===== config.mk =====
export PLATFORM = sky130hd
export DESIGN_NAME = interboard_msg_tx
export DESIGN_NICKNAME = d
export VERILOG_FILES = /design/src/rtl/interboard_msg_tx.sv
export SDC_FILE = /design/constraint.sdc
export NUM_CORES = 1
export LEC_CHECK = 0
export CAP_MARGIN = 15
export CORE_UTILIZATION = 45
export DETAILED_ROUTE_END_ITERATION = 10
export PLACE_DENSITY = 0.66
export SETUP_SLACK_MARGIN = 0.02
export SYNTH_ARGS = -nofsm -noshare
export SYNTH_HDL_FRONTEND = slang
export SYNTH_SLANG_ARGS = --single-unit

===== constraint.sdc =====
create_clock -name clk -period 1.8 [get_ports clk]
set_input_delay 0.36 -clock clk [delete_from_list [all_inputs] [get_ports clk]]
set_output_delay 0.36 -clock clk [all_outputs]
set_load 0.005 [all_outputs]

===== src/rtl/interboard_msg_tx.sv =====
// Transmit side of the board-to-board move link: latches a 24-bit frame and sends it as four
// 6-bit chunks over a 4-phase req/ack handshake. Define INTERBOARD_PARITY_EN for frame parity.
module interboard_msg_tx #(
   parameter int unsigned ACK_TIMEOUT = 1000000
) (
   input  logic       clk,
   input  logic       rst,
   input  logic       ctrl_en,
   input  logic [3:0] ctrl_msg_type,
   input  logic [4:0] ctrl_block_x,
   input  logic [2:0] ctrl_block_y,
   input  logic [5:0] ctrl_card,
   input  logic [2:0] ctrl_sel_len,
   input  logic       ctrl_move_dir,
   input  logic       interboard_ack,
   output logic       send_ready,
   output logic       interboard_req,
   output logic [5:0] interboard_data,
   output logic       tx_done,
   output logic       tx_timeout,
   output logic       tx_drop
);

   localparam int unsigned CntW = (ACK_TIMEOUT > 1) ? $clog2(ACK_TIMEOUT) : 1;
   localparam logic [CntW-1:0] CntLast = CntW'(ACK_TIMEOUT - 1);

   typedef enum logic [2:0] {StIdle, StSetup, StReqHi, StReqLo, StDone} state_e;

   state_e            state_q;
   logic [23:0]       frame_q;
   logic [1:0]        idx_q;
   logic [CntW-1:0]   cnt_q;
   logic              armed_q;
   logic              ack_meta_q;
   logic              ack_s;
   logic              parity;
   logic [23:0]       frame_in;
   logic [5:0]        chunk;

`ifdef INTERBOARD_PARITY_EN
   assign parity = ^{ctrl_msg_type, ctrl_block_x, ctrl_block_y, ctrl_card, ctrl_sel_len,
                     ctrl_move_dir};
`else
   assign parity = 1'b0;
`endif

   assign frame_in = {ctrl_msg_type, ctrl_block_x, ctrl_block_y, ctrl_card, ctrl_sel_len,
                      ctrl_move_dir, parity, 1'b0};

   // MSB chunk goes first
   always_comb begin
      chunk = frame_q[5:0];
      unique case (idx_q)
         2'd0: chunk = frame_q[23:18];
         2'd1: chunk = frame_q[17:12];
         2'd2: chunk = frame_q[11:6];
         2'd3: chunk = frame_q[5:0];
      endcase
   end

   assign send_ready = (state_q == StIdle);

   always_ff @(posedge clk or negedge rst) begin
      if (!rst) begin
         ack_meta_q <= 1'b0;
         ack_s      <= 1'b0;
      end else begin
         ack_meta_q <= interboard_ack;
         ack_s      <= ack_meta_q;
      end
   end

   always_ff @(posedge clk or negedge rst) begin
      if (!rst) begin
         state_q         <= StIdle;
         frame_q         <= '0;
         idx_q           <= '0;
         cnt_q           <= '0;
         armed_q         <= 1'b0;
         interboard_req  <= 1'b0;
         interboard_data <= '0;
         tx_done         <= 1'b0;
         tx_timeout      <= 1'b0;
         tx_drop         <= 1'b0;
      end else begin
         tx_done    <= 1'b0;
         tx_timeout <= 1'b0;
         tx_drop    <= ctrl_en && (state_q != StIdle);
         case (state_q)
            StIdle: begin
               if (ctrl_en) begin
                  frame_q <= frame_in;
                  idx_q   <= '0;
                  state_q <= StSetup;
               end
            end
            StSetup: begin
               interboard_data <= chunk;
               interboard_req  <= 1'b0;
               cnt_q           <= '0;
               state_q         <= StReqHi;
            end
            StReqHi: begin
               if (!interboard_req) begin
                  // An ack already high here is stale; it must fall before one is accepted.
                  interboard_req <= 1'b1;
                  cnt_q          <= '0;
                  armed_q        <= ~ack_s;
               end else if (cnt_q == CntLast) begin
                  tx_timeout      <= 1'b1;
                  interboard_req  <= 1'b0;
                  interboard_data <= '0;
                  frame_q         <= '0;
                  state_q         <= StIdle;
               end else if (ack_s && armed_q) begin
                  interboard_req <= 1'b0;
                  cnt_q          <= '0;
                  state_q        <= StReqLo;
               end else begin
                  if (!ack_s) armed_q <= 1'b1;
                  cnt_q <= cnt_q + CntW'(1);
               end
            end
            StReqLo: begin
               if (cnt_q == CntLast) begin
                  tx_timeout      <= 1'b1;
                  interboard_data <= '0;
                  frame_q         <= '0;
                  state_q         <= StIdle;
               end else if (!ack_s) begin
                  if (idx_q == 2'd3) begin
                     tx_done         <= 1'b1;
                     interboard_data <= '0;
                     state_q         <= StDone;
                  end else begin
                     idx_q   <= idx_q + 2'd1;
                     state_q <= StSetup;
                  end
               end else begin
                  cnt_q <= cnt_q + CntW'(1);
               end
            end
            // Holds off IDLE for the tx_done cycle so a request then is reported as dropped
            StDone: state_q <= StIdle;
            default: state_q <= StIdle;
         endcase
      end
   end

endmodule

==> results.toml, run 1 <==
[run_status]
status = "finished, violations left"
violations = "setup timing"

[synthesis]
synth_nets = 357
yosys_register_bits = 60
dominantRegCellSynth = "dfrtp_1"
yosysWarnings = 0
postSynth.asyncResetShare = 1.00
syn_area_um2 = 3200
avgSynthCellArea_um2 = 9.83
synth_cells = 326
synth_edf_count = 0
seq_area_frac_synth = 0.469
synth.distinct_cells = 46

[timing]
worstMarginPinSlew_ns = 0.411
rsz0062_at_grt = "yes"
min_period_ns = 1.84
slew_violations = 0
fin_worst_skew_ns = 0.00511
fmax_ghz = 0.543
fin_crit_sh = 1.02
setup_violations = 10
hold_slack_ns = 0.00268
worst_slack_ns = -0.0414
hold_viol = 0
max_slew_margin = 0.726

[critical_path]
endpoint_kind = "flop"
path_class = "reg2reg"
path_max_fanout = 6
arrival_ns = 2.07
crit_path_start_kind = "flop"
critPathRequiredTime_ns = 2.03

[power_and_ir_drop]
powerDensity_nw_per_um2 = 1290
power_mw = 5.88
ir_drop_uv = 565
leakage_nw = 2.12

[place]
dpl_cell_area_um2 = 4000
dpl_worst_slack_ns = -0.0873
dp_hpwl_um = 5280
routabilityCongestion = 0.845
portBuffers = 36

[global_routing]
grt_pass1_wl_um = 13000
grt_pass1_vias = 2742
antenna_found_initial = 0
grt_usage = 0.226
grt_max_degree = 61
grt-ovfl-total = 0

[cells_and_area]
fin_util = 0.670
finalNetCount = 446
finish.instance_area_um2 = 4570
syn_to_final_growth_pct = 42.8
drive_gt1_frac = 0.296
diodes = 0
nFillCells = 541

[clock_network]
cts.sinks = 60
cts_inserted_buffers = 9
clock_latency_ns = 0.34
root_buffer = "clkbuf_8"
cts_tree = "yes"
cts_htree_levels = 3
hold_buffers = 0
cts.clk_slew.worst_paths_ns = 0.07
clockBufferDepth = 2

[die]
coreArea_um2 = 6830
die_area_um2 = 7460
io-pin-count = 37
initial_core_util = 0.469
fp.dieH_um = 86.4
placementRows = 30
die_w_um = 86.4

[drt]
first_iter_violations = 140
ant_nets = 0
vias = 2846
wl_um = 8220
wire_per_inst_um = 16.0
via_per_inst = 5.53
first_pass_iters = 8
drc_errors = 0

[run]
drv_cap = 0

[min_path]
hp-class = "in2async"
[power breakdown]
part	switching, mW	internal (mW)
combinational	1.49	1.26
sequential	0.256	1.71
clock	0.519	0.641
[registers in the layout (all words and copies together), names as in the netlist]
signal / count
tx_drop: 1
tx_timeout: 1
interboard_data: 6
cnt_q: 20
state_q: 3
ack_meta_q: 1
tx_done: 1
interboard_req: 1
ack_s: 1
armed_q: 1
idx_q: 2
frame_q: 22
[cell type report]
| class | count | area (µm²) | share of cell area |
|---|---|---|---|
| Clock buffer | 14 | 183 | 0.0399 |
| Clock inverter | 1 | 5.00 | 0.00109 |
| Inverter | 27 | 101 | 0.0222 |
| Multi-Input combinational cell | 221 | 1710 | 0.373 |
| Sequential cell | 60 | 1500 | 0.329 |
| Tap cell | 96 | 120 | 0.0263 |
| Timing Repair Buffer | 96 | 953 | 0.208 |
[kinds of logic (layout without fill, tap and decap cells)]
group           after synthesis  count (layout)  share of synthesized area
buf+inv                      45             138                     0.0602
fa+ha+maj                     5               5                     0.0195
mux                          29              29                      0.100
flops                        60              60                      0.469
simple gates                106             106                      0.171
compound gates               81              81                      0.180
[metrics by stage]
stage	instances	TNS [ns]
floorplan	326	-0.369
global placement	487	-0.340
detailed placement	487	-0.493
CTS	506	-0.156
global route	515	-2.13
finish	515	-0.282
[critical path: stages (launching register included)]
cell,delay [ns]
dfrtp_1,0.39
nor4b_2,0.31
and4_4,0.28
nand2_4,0.05
a311o_4,0.37
mux2_4,0.32
[placed cells by master, fill, tap and decap left out, types with 4 or more instances in the layout]
master           instances
and2_1                   4
nand4_1                  6
inv_1                   26
clkbuf_8                13
a21oi_1                 14
clkdlybuf4s50_1         33
buf_12                   5
ha_1                     4
buf_6                   12
mux2_4                   6
o31ai_1                 17
o21ai_1                  6
a222oi_1                 4
nor2_1                  24
nand2_1                 36
dfrtp_1                 58
nor3_2                   4
buf_4                   40
mux2i_1                 22
nand3_1                  7
o31ai_2                 12
[final timing paths]
check,startpoint,endpoint,slack [ns],cells after the start
worst max-delay path,cnt_q[6],interboard_data[5],-0.04,5
max in group asynchronous,rst,frame_q[3],1.52,2
worst min-delay path,rst,frame_q[20],0.003,2
min in group clk,ack_meta_q,ack_s,0.36,0
worst min register to register,ack_meta_q,ack_s,0.36,0
worst max register to register,cnt_q[6],interboard_data[5],-0.04,5
[Yosys cell counts, types with 2 or more instances]
library cell / instances / area, µm²
mux2i_1: 22 / 220
clkbuf_1: 9 / 33.8
nand2b_1: 2 / 12.5
o41ai_1: 3 / 26.3
mux2_4: 6 / 90.1
inv_1: 27 / 101
a31oi_1: 3 / 18.8
a211oi_1: 3 / 22.5
a221oi_1: 2 / 17.5
and3_1: 3 / 18.8
nor3_1: 5 / 25.0
nand4_1: 6 / 37.5
nor4_1: 2 / 12.5
o31ai_1: 32 / 240
nor2b_1: 4 / 25.0
a21oi_1: 14 / 70.1
nand3_1: 8 / 40.0
a22oi_1: 2 / 15.0
nor4b_2: 2 / 30.0
buf_6: 2 / 22.5
and4_4: 2 / 22.5
dfrtp_1: 60 / 1500
buf_2: 6 / 30.0
ha_1: 5 / 62.6
and2_1: 4 / 25.0
o21ai_0: 9 / 45.0
nor2_1: 25 / 93.8
a222oi_1: 4 / 40.0
nand2_1: 36 / 135
o21ai_1: 2 / 10.0
[per-layer routing]
metal	vias to the layer above	wire length, µm	track usage
met2	70	3870	0.347
li1	1361	-	-
met4	0	128	0.0924
met1	1404	3880	0.311
met5	-	0	0
met3	11	333	0.0505
[repair_timing]
action | in CTS | in global routing
setup endpoints to repair | 19 | 49
buffers inserted | 4 | 7
gates cloned | 0 | 4
pin swaps | 3 | 7
gates resized for setup | 12 | 51
hold endpoints to repair | 0 | 0
Power figures use the tool's default switching activity.
==> run 2, diff against run 1 <==
--- a/config.mk
+++ b/config.mk
@@ -6,9 +6,10 @@
 export NUM_CORES = 1
 export LEC_CHECK = 0
 export CAP_MARGIN = 15
-export CORE_UTILIZATION = 45
+export CORE_UTILIZATION = 41
 export DETAILED_ROUTE_END_ITERATION = 10
-export PLACE_DENSITY = 0.66
+export GPL_ROUTABILITY_DRIVEN = 0
+export PLACE_DENSITY = 0.61
 export SETUP_SLACK_MARGIN = 0.02
 export SYNTH_ARGS = -nofsm -noshare
 export SYNTH_HDL_FRONTEND = slang
==> run 2 against run 1 <==
Net effect: the run still ends with setup timing left; global-route usage decreased by 1.6 points; count of clock-buffer cells in the layout decreased by 2; sequential power about the same; sequential cell count unchanged; combinational power decreased by 5%; non-clock buffer count decreased by 2; fmax decreased by 0.27%; utilization decreased by 6.8 points; final cell count increased by 0.39%; worst setup slack got worse by 0.0050 ns; register-to-register slack about the same; critical endpoint is now interboard_data[0].
==> results.toml, run 2 (synthesized netlist as in run 1, its figures left out) <==
[power_and_ir_drop]
p_switching_mw = 2.17
powerDensity_nw_per_um2 = 1280
p_int_mw = 3.55
pwr-share-clk = 0.199
power_frac_comb = 0.458
leakage_nw = 2.10
ir_drop_uv = 542
switching_share = 0.380
seqPwrFrac = 0.343

[die]
initial_core_util = 0.432
io-pin-count = 37
placementRows = 31
die_w_um = 90.4
fp.dieH_um = 90.4
die_area_um2 = 8170
coreArea_um2 = 7410

[global_routing]
antenna_found_initial = 0
grt-ovfl-total = 0
grt_max_degree = 61
grt_usage = 0.210
grt_pass1_wl_um = 13600
grt_pass1_vias = 2811

[critical_path]
path_buf_inv = 0
crit_path_max_incr_delay_ns = 0.41
critPathRequiredTime_ns = 2.03
endpoint_kind = "flop"
path_cells = "nor4b_4 > and4_4 > nand2_4 > a311o_4 > mux2_4"
path_max_fanout = 6
path_class = "reg2reg"
arrival_ns = 2.08
worst_path_max_delay_cell = "dfrtp_1"
crit_path_start_kind = "flop"
crit_family = "simple AND/OR/NAND/NOR gates"

[cells_and_area]
final_cell_mix = "dfrtp_1 (59), buf_4 (45), nand2_1 (36), clkdlybuf4s50_1 (34)"
syn_to_final_growth_pct = 39.3
drive_gt1_frac = 0.268
diodes = 0
final_common_cell = "dfrtp_1"
largest_reg_flops = 22
fin_util = 0.602
top_register = "frame_q"
largest_registers = "frame_q x22, cnt_q x20, interboard_data x6"
finalNetCount = 444

[drt]
first_pass_iters = 4
first_iter_violations = 169
wl_um = 8170
wire_per_inst_um = 15.8
vias = 2830
drc_errors = 0
ant_nets = 0
via_per_inst = 5.47

[clock_network]
cts.sinks = 60
cts.clk_slew.worst_paths_ns = 0.07
cts_tree = "yes"
root_buffer = "clkbuf_8"
clockBufferDepth = 2
clock_latency_ns = 0.34
cts_htree_levels = 3
cts_inserted_buffers = 9

[timing]
rsz0062_at_grt = "yes"
fin_worst_skew_ns = 0.00692
max_slew_margin = 0.733
slew_violations = 0
fmax_ghz = 0.542
min_period_ns = 1.85
worstMarginPinSlew_ns = 0.401
setup_violations = 8
fin_crit_sh = 1.03
hold_viol = 0
worst_slack_ns = -0.0464

[min_path]
hp-class = "in2async"

[run_status]
status = "finished, violations left"
violations = "setup timing"

[run]
drv_cap = 0

[place]
dpl_worst_slack_ns = -0.100
portBuffers = 36
dp_hpwl_um = 5430
[run 2: cell count changes in the layout (fill, tap and decap cells not counted), moves of 2 or more]
cell | previous run | this run
o31ai_1 | 17 | 27
o21ai_2 | 2 | 4
o31ai_2 | 12 | 5
buf_4 | 40 | 45
buf_6 | 12 | 7
nor4b_2 | 2 | 0
o31ai_4 | 3 | 0
nor4b_4 | 0 | 2
clkinv_2 | 1 | 3
[run 2: final timing paths]
kind	start	end	slack, ns	depth (start not counted)
worst min-delay path	rst	frame_q[19]	0.02	2
worst min register to register	ack_meta_q	ack_s	0.35	0
worst max register to register	cnt_q[8]	interboard_data[0]	-0.05	5
worst max-delay path	cnt_q[8]	interboard_data[0]	-0.05	5
max in group asynchronous	rst	state_q[0]	1.51	2
min in group clk	ack_meta_q	ack_s	0.35	0
[run 2: final cells by class]
type | count | area (µm²)
Tap cell | 99 | 124
Timing Repair Buffer | 94 | 901
Fill cell | 644 | 2950
Clock inverter | 4 | 22.5
Sequential cell | 60 | 1500
Clock buffer | 12 | 165
Multi-Input combinational cell | 221 | 1640
Inverter | 27 | 101
[run 2: repair_timing]
action,in CTS,in global routing
hold buffers,0,0
pin swaps,3,8
setup buffers,3,4
setup endpoints to repair,30,50
cloned,0,3
resized for setup,9,32
[run 2: power groups by stage]
stage / Clock [mW] / Combinational, mW / Sequential, mW
global placement: 0 / 2.35 / 1.95
CTS: 1.17 / 2.43 / 1.95
global route: 1.22 / 2.86 / 2.01
finish: 1.14 / 2.62 / 1.97
floorplan: 0 / 1.52 / 1.92
detailed placement: 0 / 2.41 / 1.96
[run 2: metrics by stage]
| stage | setup TNS, ns | total power [mW] | hold WS, ns | instance area (µm²) | instances |
|---|---|---|---|---|---|
| 2_1_floorplan | -0.369 | 3.43 | 0.0644 | 3200 | 326 |
| 3_3_place_gp | -0.421 | 4.31 | 0.332 | 4000 | 491 |
| 3_5_place_dp | -0.589 | 4.37 | 0.339 | 4000 | 491 |
| 4_1_cts | -0.274 | 5.54 | 0.0230 | 4240 | 510 |
| 5_1_grt | -1.27 | 6.09 | 0.0455 | 4460 | 517 |
| 6_report | -0.245 | 5.72 | 0.0156 | 4460 | 517 |
[run 2: worst reg2reg max path, stage by stage (launching register included)]
cell,delay (ns)
dfrtp_1,0.41
nor4b_4,0.30
and4_4,0.28
nand2_4,0.06
a311o_4,0.38
mux2_4,0.32
[run 2: layer usage]
metal,GRT usage,vias up,wire length (µm)
met2,0.342,69,3980
met4,0.0605,0,132
met1,0.272,1389,3690
met5,0,-,0
li1,-,1358,-
met3,0.0598,14,371
